===== src/rtl/lenet_pkg.sv =====
// Shared definitions for the LeNet-5 inference top.
// Holds the class-score geometry, the result-frame constants, the reader
// state enum, the class index type and the frame byte selector used by the
// result serializer.
package lenet_pkg;

   localparam int         NUM_CLASSES = 10;
   localparam int         SCORE_W     = 32;
   localparam logic [7:0] HDR_BYTE    = 8'hAA;
   localparam int         FRAME_BYTES = 6;

   typedef logic [3:0] class_idx_t;

   typedef enum logic [2:0] {
      ST_IDLE,
      ST_READ,
      ST_CMP,
      ST_TX,
      ST_DONE
   } reader_state_t;

   // Frame layout: header, class index, then the score big-endian.
   function automatic logic [7:0] frame_byte(input logic [2:0]  sel,
                                             input logic [7:0]  hdr,
                                             input class_idx_t  cls,
                                             input logic [31:0] score);
      logic [7:0] b;
      case (sel)
         3'd0:    b = hdr;
         3'd1:    b = {4'b0000, cls};
         3'd2:    b = score[31:24];
         3'd3:    b = score[23:16];
         3'd4:    b = score[15:8];
         default: b = score[7:0];
      endcase
      return b;
   endfunction

endpackage


===== src/rtl/class_score_reader_tx.sv =====
// Result frame serializer.
// On a load strobe it presents the 6-byte result frame one byte at a time
// on a valid/ready byte stream and reports the acceptance of the last byte.
// Ports:
//   clk, rst        clock and synchronous active-high reset
//   load            one-cycle strobe: start a new frame (pred/max stable)
//   pred_class      argmax index placed in byte 1
//   max_score       score placed big-endian in bytes 2..5
//   tx_ready        downstream accepts the byte when tx_valid && tx_ready
//   tx_data         current frame byte
//   tx_valid        frame byte valid
//   frame_done      high in the cycle whose edge accepts the last byte
module result_frame_tx
   import lenet_pkg::*;
#(
   parameter logic [7:0] HDR_BYTE = lenet_pkg::HDR_BYTE,
   parameter int         SCORE_W  = lenet_pkg::SCORE_W
) (
   input  logic                      clk,
   input  logic                      rst,
   input  logic                      load,
   input  class_idx_t                pred_class,
   input  logic signed [SCORE_W-1:0] max_score,
   input  logic                      tx_ready,
   output logic [7:0]                tx_data,
   output logic                      tx_valid,
   output logic                      frame_done
);

   logic [2:0] byte_cnt;
   logic       accept;

   assign accept     = tx_valid && tx_ready;
   assign frame_done = accept && (byte_cnt == 3'(FRAME_BYTES - 1));

   always_ff @(posedge clk) begin
      if (rst) begin
         byte_cnt <= 3'd0;
         tx_valid <= 1'b0;
         tx_data  <= 8'd0;
      end else if (load) begin
         byte_cnt <= 3'd0;
         tx_valid <= 1'b1;
         tx_data  <= frame_byte(3'd0, HDR_BYTE, pred_class, max_score);
      end else if (accept) begin
         if (frame_done) begin
            tx_valid <= 1'b0;
         end else begin
            // Next byte follows immediately so a held-high ready streams.
            byte_cnt <= byte_cnt + 3'd1;
            tx_data  <= frame_byte(byte_cnt + 3'd1, HDR_BYTE, pred_class, max_score);
         end
      end
   end

endmodule


===== src/rtl/class_score_reader.sv =====
// Class score reader: scans the FC3 score RAM, finds the argmax and sends
// the 6-byte result frame toward the UART TX path.
// Ports:
//   clk, rst         clock and synchronous active-high reset
//   start            one-cycle request, sampled only in IDLE
//   busy             high from start acceptance until the done pulse ends
//   done             one-cycle pulse after the last frame byte is accepted
//   score_addr       score RAM read address
//   score_rd_data    signed score, valid RD_LAT cycles after the address
//   pred_class       argmax index, held until the next scan ends
//   max_score        score at pred_class, held likewise
//   tx_data/tx_valid/tx_ready   byte stream toward the host link
module class_score_reader
   import lenet_pkg::*;
#(
   parameter int         NUM_CLASSES = lenet_pkg::NUM_CLASSES,
   parameter int         SCORE_W     = lenet_pkg::SCORE_W,
   parameter int         RD_LAT      = 1,
   parameter logic [7:0] HDR_BYTE    = lenet_pkg::HDR_BYTE
) (
   input  logic                      clk,
   input  logic                      rst,
   input  logic                      start,
   output logic                      busy,
   output logic                      done,
   output class_idx_t                score_addr,
   input  logic signed [SCORE_W-1:0] score_rd_data,
   output class_idx_t                pred_class,
   output logic signed [SCORE_W-1:0] max_score,
   output logic [7:0]                tx_data,
   output logic                      tx_valid,
   input  logic                      tx_ready
);

   reader_state_t             state;
   class_idx_t                idx;
   class_idx_t                run_idx;
   logic signed [SCORE_W-1:0] run_max;
   logic [1:0]                wait_cnt;
   logic                      load;
   logic                      frame_done;
   logic                      take;

   // Strictly greater keeps the lowest index on ties; the first class
   // always seeds the running max.
   assign take = (idx == 4'd0) || (score_rd_data > run_max);

   always_ff @(posedge clk) begin
      if (rst) begin
         state      <= ST_IDLE;
         idx        <= 4'd0;
         run_idx    <= 4'd0;
         run_max    <= '0;
         wait_cnt   <= 2'd0;
         load       <= 1'b0;
         busy       <= 1'b0;
         done       <= 1'b0;
         score_addr <= 4'd0;
         pred_class <= 4'd0;
         max_score  <= '0;
      end else begin
         done <= 1'b0;
         load <= 1'b0;
         case (state)
            ST_IDLE: begin
               if (start) begin
                  idx        <= 4'd0;
                  score_addr <= 4'd0;
                  wait_cnt   <= 2'd0;
                  busy       <= 1'b1;
                  state      <= ST_READ;
               end
            end
            ST_READ: begin
               // Occupies RD_LAT cycles so the RAM data lands in CMP.
               if (wait_cnt == 2'(RD_LAT - 1)) begin
                  wait_cnt <= 2'd0;
                  state    <= ST_CMP;
               end else begin
                  wait_cnt <= wait_cnt + 2'd1;
               end
            end
            ST_CMP: begin
               if (take) begin
                  run_max <= score_rd_data;
                  run_idx <= idx;
               end
               if (idx == 4'(NUM_CLASSES - 1)) begin
                  pred_class <= take ? idx : run_idx;
                  max_score  <= take ? score_rd_data : run_max;
                  load       <= 1'b1;
                  state      <= ST_TX;
               end else begin
                  idx        <= idx + 4'd1;
                  score_addr <= idx + 4'd1;
                  state      <= ST_READ;
               end
            end
            ST_TX: begin
               if (frame_done) begin
                  done  <= 1'b1;
                  state <= ST_DONE;
               end
            end
            ST_DONE: begin
               busy  <= 1'b0;
               state <= ST_IDLE;
            end
            default: state <= ST_IDLE;
         endcase
      end
   end

   result_frame_tx #(
      .HDR_BYTE (HDR_BYTE),
      .SCORE_W  (SCORE_W)
   ) u_tx (
      .clk        (clk),
      .rst        (rst),
      .load       (load),
      .pred_class (pred_class),
      .max_score  (max_score),
      .tx_ready   (tx_ready),
      .tx_data    (tx_data),
      .tx_valid   (tx_valid),
      .frame_done (frame_done)
   );

endmodule


===== config.mk =====
export PLATFORM = sky130hd
export DESIGN_NAME = class_score_reader
export DESIGN_NICKNAME = d
export VERILOG_FILES = /design/src/rtl/lenet_pkg.sv /design/src/rtl/class_score_reader_tx.sv /design/src/rtl/class_score_reader.sv
export SDC_FILE = /design/constraint.sdc
export NUM_CORES = 1
export LEC_CHECK = 0
export CAP_MARGIN = 20
export CORE_ASPECT_RATIO = 1.25
export CORE_UTILIZATION = 54
export CTS_CLUSTER_DIAMETER = 200
export DETAILED_ROUTE_END_ITERATION = 10
export GPL_TIMING_DRIVEN = 0
export PLACE_DENSITY = 0.85
export SYNTH_ARGS = -nofsm -noshare
export SYNTH_HDL_FRONTEND = slang
export SYNTH_SLANG_ARGS = --single-unit

===== constraint.sdc =====
create_clock -name clk -period 2.6 [get_ports clk]
set_input_delay 0.39 -clock clk [delete_from_list [all_inputs] [get_ports clk]]
set_output_delay 0.39 -clock clk [all_outputs]
set_load 0.005 [all_outputs]

==> out/metrics.yaml <==
outcome:
  outcome: "finished with violations"
  violations: "setup timing"
pwr:
  leakage_nw: 2.702
  powerDensity_nw_per_um2: 486.6
  ir_drop_uv: 421.7
routing:
  drt_wl_total_mm: 19.52
  first_iter_violations: 487
  dr.pass1.iters: 7
  viasPerCell: 6.469
  avgRoutedWirePerCell_um: 23.64
  vias: 5343
  drc: 0
  ant_nets: 0
floorplan:
  dieWidth_um: 89.73
  io_pins: 87
  coreArea_um2: 9223
  die_h_um: 111.7
  die-area_um2: 10020
  start_util_pct: 56.33
  row_count: 39
layout:
  stdcell_count: 826
  post-route-util_pct: 80.57
  area_growth_pct: 43.04
  fin_nets: 777
  layout-drive-gt1-share_pct: 22.33
  diodes: 0
critical_path:
  reg2reg_slack_ns: -0.39
  arrival_ns: 3.22
  crit_required_ns: 2.83
  cp_slowest_cell: "nor4_4"
  cp_cell_sequence: "inv_1 -> ha_4 -> nand4_4 -> nor4_4 -> buf_4 -> nand3_1 -> o21ai_2 -> o21ai_2 -> buf_6 -> clkbuf_16 -> mux2i_1 -> a211oi_1"
  r2r_cells: 12
  path_common_cell: "o21ai_2"
  cp-end-kind: "flop"
  crit_cells: 12
  path_buf_inv: 4
  path_class: "flop to flop"
  slowest_delay_ns: 0.43
  critPathMaxFanout: 6
  critPathTopFamily: "simple AND/OR/NAND/NOR gates"
  startpoint_type: "flop"
cts:
  tritoncts: "done"
  cts_buffer_depth: 2
  cts-root-buf: "clkbuf_16"
  clk-insertion-delay-late_ns: 0.35
  cts_buffers: 9
  path_clk_slew_ns: 0.07
  ctsHtreeMaxLevel: 3
  clock-sinks: 96
synth:
  netlist_instances: 575
  yosys_warnings: 0
  synthTopCellsByArea: "dfxtp_1 37%, mux2i_1 14%, ha_1 10%, a211oi_1 6.4%, nor2_1 6.1%"
  synth-seq-area-share_pct: 36.99
  synth_area_leader_cell: "dfxtp_1"
  ys_ff_latch: 96
  yosysMostFrequentCell: "dfxtp_1"
  syn_nets: 654
  synth_edf_count: 0
  avgSynthCellArea_um2: 9.035
  synth_cell_types: 48
  syn-cell-area_um2: 5195
  ys.flop_type: "dfxtp_1"
  async_reset_ff_share_pct: 0
  synthTopCellsByCount: "96 x dfxtp_1, 84 x nor2_1, 73 x mux2i_1"
  synth.top_cell.area_share_pct: 36.99
timing:
  hold_viol: 0
  final.setup.tns_ns: -20.88
  slew_headroom_pct: 50.01
  max_clock_freq_mhz: 334.7
  fin_crit_sh_pct: 114.9
  drv_slew: 0
  grt_setup_unrepaired: "true"
  fin_worst_skew_ns: 0.01096
  setup-violations-final: 71
  setup_ws_ns: -0.3878
  worst-slew-pin-transition_ns: 0.7498
  fin_crit_ns: 2.988
global_routing:
  grt_overflow: 0
  grt_pass1_vias: 5029
  grt_pass1_wl_mm: 25.50
  track_usage_pct: 32.59
  antenna_found_initial: 0
  grt_max_degree: 16
hold_path:
  hold_path_class: "input pin to flop"
  holdPathStages: 2
run:
  cap_violations: 0
placed_design:
  gp_congestion: 0.8722
  io_buffers: 85
  place_ws_ns: -0.7234
  dp_hpwl_mm: 10.25
  dp_cells: 783
==> worst paths after layout <==
kind                           startpoint                            to
min                                   rst         state[0]$_SDFFE_PP0P_
max              run_max[29]$_SDFFE_PP0N_    max_score[16]$_SDFFE_PP0P_
min reg2reg  u_tx.tx_data[6]$_SDFFE_PP0P_  u_tx.tx_data[6]$_SDFFE_PP0P_
max reg2reg      run_max[29]$_SDFFE_PP0N_    max_score[16]$_SDFFE_PP0P_
==> placed cells by master (no fill, tap or decap), types with 22 or more instances in the layout <==
master           count
a211oi_1            25
a21oi_1             22
clkbuf_1            23
clkdlybuf4s50_1     56
dfxtp_1             77
dlygate4sd2_1       25
ha_1                24
inv_1               35
mux2i_1             51
nand2_1             28
nor2_1              83
==> cells by family after synthesis <==
family	Yosys count	synth area share, %
adder cells (fa/ha/maj)	43	10.36
flip-flops	96	36.99
multiplexers	73	14.07
AO/OA/AOI/OAI	115	14.86
XOR/XNOR	4	0.6745
buffers and inverters	76	7.731
AND/OR/NAND/NOR	168	15.32
==> worst register-to-register path: stages, from the launching register on <==
cell and delay, ns:
dfxtp_1 0.42, inv_1 0.11, ha_4 0.30, nand4_4 0.14, nor4_4 0.43, buf_4 0.24, nand3_1 0.16, o21ai_2 0.16
o21ai_2 0.11, buf_6 0.17, clkbuf_16 0.17, mux2i_1 0.12, a211oi_1 0.34
==> layer usage <==
metal  track usage (%)  vias up  wire length (um)
met5                 0        -                 0
met3             6.489      147              1881
met2             54.87      412              9319
met1             37.00     2492              6724
li1                  -     2292                 -
met4             22.84        0              1598
==> where the power goes <==
part           internal [mW]  switching, mW  leakage [nW]
clock network          0.703          0.607         0.135
logic                  0.348          0.400          1.78
registers               1.51         0.0432         0.785
==> state kept, by name, indices dropped and copies added, names as in the netlist <==
signal	count
busy	1
done	1
idx	4
load	1
max_score	32
pred_class	4
run_idx	4
run_max	32
state	3
u_tx.byte_cnt	3
u_tx.tx_data	8
u_tx.tx_valid	1
wait_cnt	2
==> per-stage QoR <==
step	total power, mW	hold slack, ns	cell area, um^2
global route	3.700	0.3185	7431
floorplan	1.891	0.4479	5195
global placement	2.028	0.4484	6200
CTS	3.437	0.2946	7025
detailed placement	2.053	0.4503	6200
finish	3.616	0.3008	7431
==> area by class of cell <==
type                            count  area [um^2]
Clock buffer                       12        256.5
Timing Repair Buffer              112         1104
Buffer                             36        281.5
Inverter                           40        150.1
Tap cell                          123        153.9
Clock inverter                      4        28.78
Sequential cell                    96         1948
Fill cell                         473         1792
Multi-Input combinational cell    403         3508
==> timing repair <==
action,4_1_cts,5_1_grt
pin swaps,26,34
hold buffers,0,0
gates cloned,2,2
gates resized for setup,85,75
setup buffers,18,7
setup endpoints to repair,71,71
No activity file was read; power rests on OpenSTA's default activity.
